$ cat src/rtl/dsp_add3_arbiter_if.sv
// ----------------------------------------------------------------------------
// dsp_add3_arbiter_if
// Bundles the requester handshakes, the DSP operand/result path and the
// response/status signals of the shared DSP adder arbiter.
//
// Signal summary:
//   hold         1 = suppress new grants (in-flight operations still drain)
//   req_valid    per-requester operand set valid
//   req_ready    per-requester accept, one-hot or zero
//   req_op0/1/2  per-requester signed 18-bit operands, requester i at [18i+17:18i]
//   req_cin      per-requester carry-in
//   dsp_op0/1/2  registered operands towards the DSP
//   dsp_cin      registered carry-in towards the DSP
//   dsp_result   48-bit DSP sum returning from the DSP
//   rsp_valid    one-hot result strobe to the owning requester
//   rsp_id       ID of the requester owning rsp_result
//   rsp_result   result forwarded from dsp_result
//   busy         1 while any operation is in flight
//   issue_count  total accepted operations, wraps at 2^32
//
// Modports: slave = arbiter side, master = requesters plus DSP side.
// ----------------------------------------------------------------------------
interface dsp_add3_arbiter_if #(
  parameter int NUM_REQ = 4,
  parameter int ID_W    = 2
);
  logic                  hold;
  logic [NUM_REQ-1:0]    req_valid;
  logic [NUM_REQ-1:0]    req_ready;
  logic [NUM_REQ*18-1:0] req_op0;
  logic [NUM_REQ*18-1:0] req_op1;
  logic [NUM_REQ*18-1:0] req_op2;
  logic [NUM_REQ-1:0]    req_cin;
  logic [17:0]           dsp_op0;
  logic [17:0]           dsp_op1;
  logic [17:0]           dsp_op2;
  logic                  dsp_cin;
  logic [47:0]           dsp_result;
  logic [NUM_REQ-1:0]    rsp_valid;
  logic [ID_W-1:0]       rsp_id;
  logic [47:0]           rsp_result;
  logic                  busy;
  logic [31:0]           issue_count;

  modport slave (
    input  hold, req_valid, req_op0, req_op1, req_op2, req_cin, dsp_result,
    output req_ready, dsp_op0, dsp_op1, dsp_op2, dsp_cin,
    output rsp_valid, rsp_id, rsp_result, busy, issue_count
  );

  modport master (
    output hold, req_valid, req_op0, req_op1, req_op2, req_cin, dsp_result,
    input  req_ready, dsp_op0, dsp_op1, dsp_op2, dsp_cin,
    input  rsp_valid, rsp_id, rsp_result, busy, issue_count
  );
endinterface

$ cat src/rtl/dsp_add3_arbiter.sv
// ----------------------------------------------------------------------------
// dsp_add3_arbiter
// Round-robin arbiter/sequencer sharing one pipelined A+B+C+CIN DSP adder
// among NUM_REQ requesters. Accepted operand sets are registered onto the DSP
// inputs; a requester-ID tag pipeline of DSP_LAT+1 stages tracks each
// operation and routes the returning sum to its owner.
//
// Ports:
//   clk     system clock
//   areset  asynchronous reset, active-high
//   bus     dsp_add3_arbiter_if.slave (handshakes, DSP path, responses,
//           hold, busy, issue_count)
// ----------------------------------------------------------------------------
module dsp_add3_arbiter #(
  parameter int NUM_REQ = 4,
  parameter int ID_W    = 2,
  parameter int DSP_LAT = 3
) (
  input  logic               clk,
  input  logic               areset,
  dsp_add3_arbiter_if.slave  bus
);

  localparam int OPW  = 18;
  localparam int NSTG = DSP_LAT + 1;

  // (base + off) mod NUM_REQ; base and off are both below NUM_REQ, so one
  // conditional subtraction is enough and non-power-of-two counts work.
  function automatic logic [ID_W-1:0] wrap_add(input logic [ID_W-1:0] base,
                                               input int unsigned     off);
    int unsigned sum;
    sum = 32'(base) + off;
    if (sum >= 32'(NUM_REQ)) begin
      sum = sum - 32'(NUM_REQ);
    end else begin
      sum = sum;
    end
    return sum[ID_W-1:0];
  endfunction

  logic [ID_W-1:0]    ptr_q, ptr_d;
  logic               found_s;
  logic [ID_W-1:0]    gnt_idx_s;
  logic               hs_s;
  logic [31:0]        sel_lsb_s;
  logic [NUM_REQ-1:0] ready_s;

  logic [OPW-1:0]     op0_q, op0_d;
  logic [OPW-1:0]     op1_q, op1_d;
  logic [OPW-1:0]     op2_q, op2_d;
  logic               cin_q, cin_d;

  logic [NSTG-1:0]    tag_vld_q, tag_vld_d;
  logic [ID_W-1:0]    tag_id_q [NSTG];
  logic [ID_W-1:0]    tag_id_d [NSTG];

  logic [NUM_REQ-1:0] rsp_valid_q, rsp_valid_d;
  logic [ID_W-1:0]    rsp_id_q, rsp_id_d;
  logic               busy_q, busy_d;
  logic [31:0]        cnt_q, cnt_d;

  // Round-robin search: first valid requester at or above the pointer.
  always_comb begin
    found_s   = 1'b0;
    gnt_idx_s = '0;
    for (int unsigned off = 32'd0; off < 32'(NUM_REQ); off++) begin
      if (!found_s && bus.req_valid[wrap_add(ptr_q, off)]) begin
        found_s   = 1'b1;
        gnt_idx_s = wrap_add(ptr_q, off);
      end else begin
        found_s   = found_s;
      end
    end
  end

  // Grant qualification by hold and one-hot ready generation.
  always_comb begin
    hs_s      = found_s & ~bus.hold;
    sel_lsb_s = OPW * 32'(gnt_idx_s);
    if (hs_s) begin
      ready_s = NUM_REQ'(1'b1) << gnt_idx_s;
    end else begin
      ready_s = '0;
    end
  end

  // Next-state: operand register, tag shift, response decode, counters.
  always_comb begin
    op0_d    = '0;
    op1_d    = '0;
    op2_d    = '0;
    cin_d    = 1'b0;
    ptr_d    = ptr_q;
    cnt_d    = cnt_q;
    if (hs_s) begin
      op0_d = bus.req_op0[sel_lsb_s +: OPW];
      op1_d = bus.req_op1[sel_lsb_s +: OPW];
      op2_d = bus.req_op2[sel_lsb_s +: OPW];
      cin_d = bus.req_cin[gnt_idx_s];
      ptr_d = wrap_add(gnt_idx_s, 32'd1);
      cnt_d = cnt_q + 32'd1;
    end else begin
      ptr_d = ptr_q;
      cnt_d = cnt_q;
    end

    // Tag pipeline never stalls; stage 0 is the newly issued operation.
    tag_vld_d   = {tag_vld_q[NSTG-2:0], hs_s};
    tag_id_d[0] = gnt_idx_s;
    for (int k = 1; k < NSTG; k++) begin
      tag_id_d[k] = tag_id_q[k-1];
    end

    // Last tag stage lines up with dsp_result one cycle later; rsp_id holds
    // its previous owner while idle.
    if (tag_vld_q[NSTG-1]) begin
      rsp_valid_d = NUM_REQ'(1'b1) << tag_id_q[NSTG-1];
      rsp_id_d    = tag_id_q[NSTG-1];
    end else begin
      rsp_valid_d = '0;
      rsp_id_d    = rsp_id_q;
    end

    busy_d = |tag_vld_d;
  end

  // State registers with asynchronous active-high reset.
  always_ff @(posedge clk or posedge areset) begin
    if (areset) begin
      ptr_q       <= '0;
      op0_q       <= '0;
      op1_q       <= '0;
      op2_q       <= '0;
      cin_q       <= 1'b0;
      tag_vld_q   <= '0;
      for (int k = 0; k < NSTG; k++) begin
        tag_id_q[k] <= '0;
      end
      rsp_valid_q <= '0;
      rsp_id_q    <= '0;
      busy_q      <= 1'b0;
      cnt_q       <= 32'd0;
    end else begin
      ptr_q       <= ptr_d;
      op0_q       <= op0_d;
      op1_q       <= op1_d;
      op2_q       <= op2_d;
      cin_q       <= cin_d;
      tag_vld_q   <= tag_vld_d;
      for (int k = 0; k < NSTG; k++) begin
        tag_id_q[k] <= tag_id_d[k];
      end
      rsp_valid_q <= rsp_valid_d;
      rsp_id_q    <= rsp_id_d;
      busy_q      <= busy_d;
      cnt_q       <= cnt_d;
    end
  end

  assign bus.req_ready   = ready_s;
  assign bus.dsp_op0     = op0_q;
  assign bus.dsp_op1     = op1_q;
  assign bus.dsp_op2     = op2_q;
  assign bus.dsp_cin     = cin_q;
  assign bus.rsp_valid   = rsp_valid_q;
  assign bus.rsp_id      = rsp_id_q;
  // The result is passed straight through; its timing matches rsp_valid_q.
  assign bus.rsp_result  = bus.dsp_result;
  assign bus.busy        = busy_q;
  assign bus.issue_count = cnt_q;

endmodule

$ cat src/flat_wrapper.sv
// flat-port wrapper written by rule: the top's interface ports become plain ports
module dsp_add3_arbiter_flat 
#(
  parameter int NUM_REQ = 4,
  parameter int ID_W    = 2,
  parameter int DSP_LAT = 3
)
  (clk, areset, bus_hold, bus_req_valid, bus_req_op0, bus_req_op1, bus_req_op2, bus_req_cin, bus_dsp_result, bus_req_ready, bus_dsp_op0, bus_dsp_op1, bus_dsp_op2, bus_dsp_cin, bus_rsp_valid, bus_rsp_id, bus_rsp_result, bus_busy, bus_issue_count);
  dsp_add3_arbiter_if #(.NUM_REQ(NUM_REQ), .ID_W(ID_W)) bus_i ();
  input  logic clk;
  input  logic areset;
  input wire logic [$bits(bus_i.hold)-1:0] bus_hold;
  input wire logic [$bits(bus_i.req_valid)-1:0] bus_req_valid;
  input wire logic [$bits(bus_i.req_op0)-1:0] bus_req_op0;
  input wire logic [$bits(bus_i.req_op1)-1:0] bus_req_op1;
  input wire logic [$bits(bus_i.req_op2)-1:0] bus_req_op2;
  input wire logic [$bits(bus_i.req_cin)-1:0] bus_req_cin;
  input wire logic [$bits(bus_i.dsp_result)-1:0] bus_dsp_result;
  output wire logic [$bits(bus_i.req_ready)-1:0] bus_req_ready;
  output wire logic [$bits(bus_i.dsp_op0)-1:0] bus_dsp_op0;
  output wire logic [$bits(bus_i.dsp_op1)-1:0] bus_dsp_op1;
  output wire logic [$bits(bus_i.dsp_op2)-1:0] bus_dsp_op2;
  output wire logic [$bits(bus_i.dsp_cin)-1:0] bus_dsp_cin;
  output wire logic [$bits(bus_i.rsp_valid)-1:0] bus_rsp_valid;
  output wire logic [$bits(bus_i.rsp_id)-1:0] bus_rsp_id;
  output wire logic [$bits(bus_i.rsp_result)-1:0] bus_rsp_result;
  output wire logic [$bits(bus_i.busy)-1:0] bus_busy;
  output wire logic [$bits(bus_i.issue_count)-1:0] bus_issue_count;
  assign bus_i.hold = bus_hold;
  assign bus_i.req_valid = bus_req_valid;
  assign bus_i.req_op0 = bus_req_op0;
  assign bus_i.req_op1 = bus_req_op1;
  assign bus_i.req_op2 = bus_req_op2;
  assign bus_i.req_cin = bus_req_cin;
  assign bus_i.dsp_result = bus_dsp_result;
  assign bus_req_ready = bus_i.req_ready;
  assign bus_dsp_op0 = bus_i.dsp_op0;
  assign bus_dsp_op1 = bus_i.dsp_op1;
  assign bus_dsp_op2 = bus_i.dsp_op2;
  assign bus_dsp_cin = bus_i.dsp_cin;
  assign bus_rsp_valid = bus_i.rsp_valid;
  assign bus_rsp_id = bus_i.rsp_id;
  assign bus_rsp_result = bus_i.rsp_result;
  assign bus_busy = bus_i.busy;
  assign bus_issue_count = bus_i.issue_count;
  dsp_add3_arbiter #(.NUM_REQ(NUM_REQ), .ID_W(ID_W), .DSP_LAT(DSP_LAT)) u_core (.clk(clk), .areset(areset), .bus(bus_i));
endmodule
$ cat config.mk
export PLATFORM = sky130hd
export DESIGN_NAME = dsp_add3_arbiter_flat
export DESIGN_NICKNAME = d
export VERILOG_FILES = /design/src/rtl/dsp_add3_arbiter_if.sv /design/src/rtl/dsp_add3_arbiter.sv /design/src/flat_wrapper.sv
export SDC_FILE = /design/constraint.sdc
export NUM_CORES = 1
export LEC_CHECK = 0
export CORE_AREA = 2 2 163 165
export DETAILED_ROUTE_END_ITERATION = 7
export DIE_AREA = 0 0 165 167
export GPL_TIMING_DRIVEN = 0
export SLEW_MARGIN = 15
export SYNTH_ARGS = -nofsm -noshare
export SYNTH_HDL_FRONTEND = slang
export SYNTH_SLANG_ARGS = --single-unit
export TNS_END_PERCENT = 5
$ cat constraint.sdc
create_clock -name clk -period 7 [get_ports clk]
set_input_delay 1.05 -clock clk [delete_from_list [all_inputs] [get_ports clk]]
set_output_delay 1.05 -clock clk [all_outputs]
set_load 0.005 [all_outputs]
==> flow_metrics.py, run 1 <==
metrics = {
    "die": {
        "chipWidth_um": 165,
        "die_area_mm2": 0.0276,
        "rows": 59,
        "die_h_um": 167,
        "pin_count": 421,
        "initial_core_util_pct": 21.4,
        "coreArea_mm2": 0.0258,
    },
    "layout": {
        "fin_cells": 1200,
        "fin_nets": 1136,
        "drive_above_1_share_pct": 11.6,
        "final_core_util_pct": 38.9,
        "fillers": 2581,
        "area_growth_pct": 81.6,
        "diodes": 0,
    },
    "worst_setup_path": {
        "end_kind": "output pin",
        "path_buf_inv": 5,
        "regToRegSetupSlack_ns": 4.90,
        "cp_slowest_stage_delay_ns": 0.56,
        "required_ns": 5.95,
        "worstPathArrival_ns": 3.39,
        "worstSetupPathType": "in2out",
        "crit_slowest_cell": "clkdlybuf4s50_1",
        "critical_path.max_fanout": 10,
        "rr_worst_depth": 8,
        "start_kind": "input pin",
        "path_delay_family": "buffers and inverters",
        "reg2reg_to": "u_core.bus.dsp_op2[15]$_DFF_PP0_",
        "crit_chain": "clkdlybuf4s50_1, nand2_1, a311oi_1, or2_1, inv_2, nand2_1, buf_4, buf_4, nor2_1, clkdlybuf4s50_1",
        "r2r_start": "u_core.ptr_q[0]$_DFFE_PP0P_",
    },
    "routing": {
        "dr.first_iter.drc_count": 256,
        "routedWlPerCell_um": 16.8,
        "drc": 0,
        "num_vias": 5012,
        "viasPerCell": 4.18,
        "ant_nets": 0,
        "first_pass_iters": 4,
        "routed_wl_um": 20100,
    },
    "min_path": {
        "hold_path_class": "reg2reg",
        "min_delay_worst_endpoint": "u_core.tag_id_q[0]$_DFF_PP0_",
        "hold_depth": 0,
        "hp-start": "u_core.tag_id_d[0]$_DFF_PP0_",
    },
    "clock_tree": {
        "cts_root_buf": "clkbuf_16",
        "clockBufferDepth": 2,
        "cts.sinks": 108,
        "cts_made_buffers": 9,
        "clkLatencyLatePin_ns": 0.36,
        "post_cts_buffers": 0,
        "cts_resized": 0,
        "cts_hold_buf": 0,
        "cts_tree": "done",
        "clk_pin_slew_ns": 0.08,
        "htree_levels": 3,
    },
    "synthesis": {
        "ys_warn_count": 0,
        "synth_enable_flop_cells": 0,
        "netlist_area_mm2": 0.00552,
        "ys_ff_latch": 108,
        "yosys-top-cells-area": "dfrtp_1 (49%), mux2i_1 (20%), buf_4 (7.3%)",
        "ys_async_sr_fraction_pct": 100,
        "synth_top_cell_by_area": "dfrtp_1",
        "syn_nets": 752,
        "netlist_instances": 476,
        "synth.top_cell.area_share_pct": 49.0,
        "synthDistinctLibCells": 36,
        "synth_area_per_cell_um2": 11.6,
        "synth-main-ff-cell": "dfrtp_1",
        "synth_seq_area_share_pct": 49.0,
    },
    "sta": {
        "finalHoldViolCount": 0,
        "rsz0062_at_grt": "false",
        "setup_tns_ns": 0,
        "fin_crit_ns": 4.44,
        "fin_ws_ns": 2.56,
        "tightest_slew_ns": 0.549,
        "setup_violations": 0,
        "min_period_over_period_pct": 63.5,
        "relSlewSlack_pct": 63.1,
        "worst_clock_skew_ns": 0.00783,
        "fmax_mhz": 225,
        "drv_slew": 0,
    },
    "placement": {
        "post-dp-hpwl_um": 16100,
        "place_inst": 1184,
        "dpl_worst_slack_ns": 2.47,
        "numPortBuffers": 372,
        "globalplace.congestion": 0.785,
    },
    "status": {
        "status": "completed",
    },
    "pwr": {
        "ir_drop_v": 0.000114,
        "p_leak_nw": 4.45,
        "p_per_area_mw_per_mm2": 218,
        "power_mw": 2.18,
    },
    "grt": {
        "grt_pass1_wl_um": 30000,
        "grt_max_degree": 67,
        "grt-ovfl-total": 0,
        "grt_pass1_vias": 5278,
        "grt_use_total_pct": 14.5,
        "antenna_found_initial": 1,
    },
    "flow_run": {
        "maxCapViolCount": 0,
    },
}
-- cell families after synthesis --
| logic type | Yosys count | synth area share (%) |
|---|---|---|
| mux | 113 | 20.5 |
| simple gates | 78 | 7.44 |
| xor+xnor | 31 | 4.92 |
| compound gates | 63 | 7.26 |
| buf+inv | 82 | 10.6 |
| flops | 108 | 49.0 |
| fa+ha+maj | 1 | 0.227 |
-- sequential cells by signal, summed over array words and instances, names as in the netlist --
register,count
u_core.ptr_q,2
u_core.bus.dsp_op1,18
u_core.bus.dsp_op2,18
u_core.bus.dsp_cin,1
u_core.bus.busy,1
u_core.tag_id_q,2
u_core.tag_id_d,6
u_core.tag_vld_q,4
u_core.bus.rsp_id,2
u_core.bus.dsp_op0,18
u_core.bus.rsp_valid,4
u_core.bus.issue_count,32
-- how the worst max path moves through the flow --
stage,startpoint,endpoint,slack (ns),depth (start not counted)
floorplan,areset,u_core.bus.busy$_DFF_PP0_,3.10,1
global placement,areset,u_core.bus.dsp_op1[12]$_DFF_PP0_,1.21,2
detailed placement,bus_req_valid[0],bus_req_ready[2],2.47,10
CTS,bus_req_valid[0],bus_req_ready[2],2.45,10
global route,bus_req_valid[1],bus_req_ready[2],2.34,10
finish,bus_req_valid[0],bus_req_ready[2],2.56,10
-- Yosys cell counts, drive strengths merged, types with 2 or more instances --
cell    count
and3        6
nor3        4
nand3       9
o22ai      55
nor2       23
mux2        2
nand2b      2
nor4        3
or2         2
dfrtp     108
a21oi       3
xor2       16
nor2b       2
nand2      15
o21ai       2
nand4       8
inv         8
xnor2      15
mux2i     111
buf        74
-- layout make-up --
class	count	area, um2	share of cell area, %
clock buffer	9	225	2.25
multi-input combinational	286	2230	22.2
buffer	74	556	5.54
sequential	108	2700	27.0
tap	335	419	4.18
timing repair buffer	373	3750	37.4
clock inverter	7	103	1.02
inverter	8	35.0	0.350
-- layer usage --
layer	vias up	global-route usage (%)	share of wire, %
met5	-	0	0
met4	0	3.82	1.6
met3	21	4.31	8.1
met2	225	25.8	52
met1	2346	16.7	39
li1	2420	-	-
-- power breakdown --
group	switching, mW	leakage (nW)	internal (mW)	total, mW
Combinational	0.335	2.89	0.500	0.835
Clock	0.270	0.160	0.292	0.562
Sequential	0.0557	1.39	0.730	0.786
Total	0.661	4.45	1.52	2.18
-- stage by stage --
step                      instance area (um2)  hold WS [ns]
after global routing                    10000         0.358
after global placement                   9660         0.333
final                                   10000         0.346
after detailed placement                 9690         0.335
after CTS                               10000         0.349
after floorplan                          5520         0.331
-- cell usage in the layout, fill, tap and decap left out, types with 4 or more instances in the layout --
master and instances:
buf_6 8, xnor2_1 15, buf_4 54, inv_1 4
clkdlybuf4s50_1 372, and3_1 6, xor2_1 16, mux2i_1 111
dfrtp_1 108, clkbuf_16 9, nand2_1 15, nor2_1 23
buf_2 12, nand3_1 9, o22ai_1 55, nand4_1 8
-- worst reg2reg max path, stage by stage (launching register included) --
cell      delay (ns)
dfrtp_1         0.41
nand2b_1        0.17
nor2_1          0.11
a211o_1         0.11
buf_2           0.24
buf_6           0.25
buf_6           0.25
mux2i_1         0.33
o22ai_1         0.12
No activity file was read; power rests on OpenSTA's default activity.
==> run 2: changes to the inputs <==
- CORE_AREA: 2 2 163 165 -> 2 2 165 167
- DIE_AREA: 0 0 165 167 -> 0 0 167 169
- clock period: 7 -> 4.4 ns (I/O delays scaled with it)
==> flow_metrics.py, run 2 (synthesis gave the netlist of run 1 again) <==
metrics = {
    "sta": {
        "worst_clock_skew_ns": 0.00351,
        "tightest_slew_ns": 0.544,
        "relSlewSlack_pct": 63.4,
        "finalHoldViolCount": 0,
        "setup_violations": 0,
        "min_period_over_period_pct": 87.1,
        "fmax_mhz": 261,
        "rsz0062_at_grt": "false",
        "drv_slew": 0,
        "fin_crit_ns": 3.83,
    },
    "clock_tree": {
        "cts.sinks": 108,
        "clockBufferDepth": 2,
        "cts_root_buf": "clkbuf_16",
        "clk_pin_slew_ns": 0.08,
        "clkLatencyLatePin_ns": 0.36,
        "htree_levels": 3,
        "post_cts_buffers": 0,
        "cts_resized": 0,
        "cts_made_buffers": 9,
        "cts_hold_buf": 0,
        "cts_tree": "done",
    },
    "worst_setup_path": {
        "required_ns": 3.74,
        "critical_path.max_fanout": 10,
        "start_kind": "input pin",
        "rr_worst_depth": 8,
        "end_kind": "output pin",
        "worstSetupPathType": "in2out",
        "worstPathArrival_ns": 3.17,
    },
    "layout": {
        "drive_above_1_share_pct": 11.6,
        "diodes": 0,
        "area_growth_pct": 81.5,
        "fin_cells": 1206,
        "final_common_cell": "clkdlybuf4s50_1",
        "fin_nets": 1136,
        "final_core_util_pct": 37.8,
        "final_cell_mix": "clkdlybuf4s50_1 (372), mux2i_1 (111), dfrtp_1 (108)",
        "largest_reg_flops": 32,
    },
    "die": {
        "die_h_um": 169,
        "pin_count": 421,
        "die_area_mm2": 0.0282,
        "rows": 60,
        "initial_core_util_pct": 20.8,
        "chipWidth_um": 167,
        "coreArea_mm2": 0.0265,
    },
    "grt": {
        "use_met3_pct": 4.93,
        "grt_busiest_layer": "met2",
        "grt_max_degree": 70,
        "antenna_found_initial": 3,
        "grt_use_total_pct": 14.2,
        "grt_pass1_vias": 5186,
        "met1_usage_pct": 16.3,
        "grt-ovfl-total": 0,
        "grt.met2_usage_pct": 25.2,
        "grt_pass1_wl_um": 30600,
    },
    "placement": {
        "post-dp-hpwl_um": 16400,
        "place_inst": 1190,
        "numPortBuffers": 372,
        "globalplace.congestion": 0.790,
    },
    "status": {
        "status": "completed",
    },
    "flow_run": {
        "maxCapViolCount": 0,
    },
    "routing": {
        "dr.first_iter.drc_count": 179,
        "routed_wl_um": 20500,
        "first_pass_iters": 4,
        "ant_nets": 0,
        "num_vias": 5031,
        "routedWlPerCell_um": 17.0,
        "viasPerCell": 4.17,
        "drc": 0,
    },
    "pwr": {
        "p_per_area_mw_per_mm2": 345,
        "p_leak_nw": 4.44,
        "ir_drop_v": 0.000215,
    },
    "min_path": {
        "hold_depth": 0,
        "hold_path_class": "reg2reg",
    },
}
run 2: cell types whose count changed in the layout (fill, tap and decap cells not counted), sizes merged:
cell	before	now
bufinv	1	0
clkinv	2	3
run 2: area by class of cell:
type | count | area, um2
inverter | 8 | 35.0
sequential | 108 | 2700
multi-input combinational | 286 | 2230
tap | 341 | 427
fill | 2650 | 16500
clock inverter | 7 | 86.3
timing repair buffer | 373 | 3750
buffer | 74 | 556
clock buffer | 9 | 225
run 2: metrics by stage:
step | TNS, ns | cell area, um2 | power [mW] | setup slack, ns | hold WS [ns]
floorplan | 0 | 5520 | 1.86 | 0.894 | 0.331
global placement | -109.73 | 9670 | 2.62 | -1.03 | 0.332
detailed placement | 0 | 9700 | 2.63 | 0.461 | 0.335
CTS | 0 | 10000 | 3.54 | 0.444 | 0.352
global route | 0 | 10000 | 3.67 | 0.343 | 0.362
finish | 0 | 10000 | 3.46 | 0.568 | 0.353
run 2: worst paths after layout:
path,from,to,slack (ns)
max in group asynchronous,areset,u_core.bus.dsp_op2[7]$_DFF_PP0_,3.04
worst min register to register,u_core.tag_id_d[0]$_DFF_PP0_,u_core.tag_id_q[0]$_DFF_PP0_,0.35
worst max register to register,u_core.ptr_q[1]$_DFFE_PP0P_,u_core.bus.dsp_op0[0]$_DFF_PP0_,2.23
worst max-delay path,bus_req_valid[1],bus_req_ready[2],0.57
worst min-delay path,u_core.tag_id_d[0]$_DFF_PP0_,u_core.tag_id_q[0]$_DFF_PP0_,0.35
min in group asynchronous,areset,u_core.bus.dsp_op0[4]$_DFF_PP0_,0.68
run 2: routing by layer:
layer	vias to the layer above	wire length (um)	part of all wire [%]
li1	2425	-	-
met1	2362	8010	39
met2	217	10500	52
met3	21	1650	8.0
met4	6	237	1.2
met5	-	32	0.16
run 2: power by group:
part           switching [mW]  internal (mW)
combinational           0.534          0.797
clock                   0.459          0.413
sequential             0.0931           1.16
total                    1.09           2.37
run 2: critical path, stage by stage:
cell and delay, ns:
clkdlybuf4s50_1 0.59, inv_1 0.09, a311oi_1 0.43, or2_1 0.23
inv_2 0.05, nand2_1 0.13, buf_4 0.25, buf_4 0.22
nor2_1 0.05, clkdlybuf4s50_1 0.46
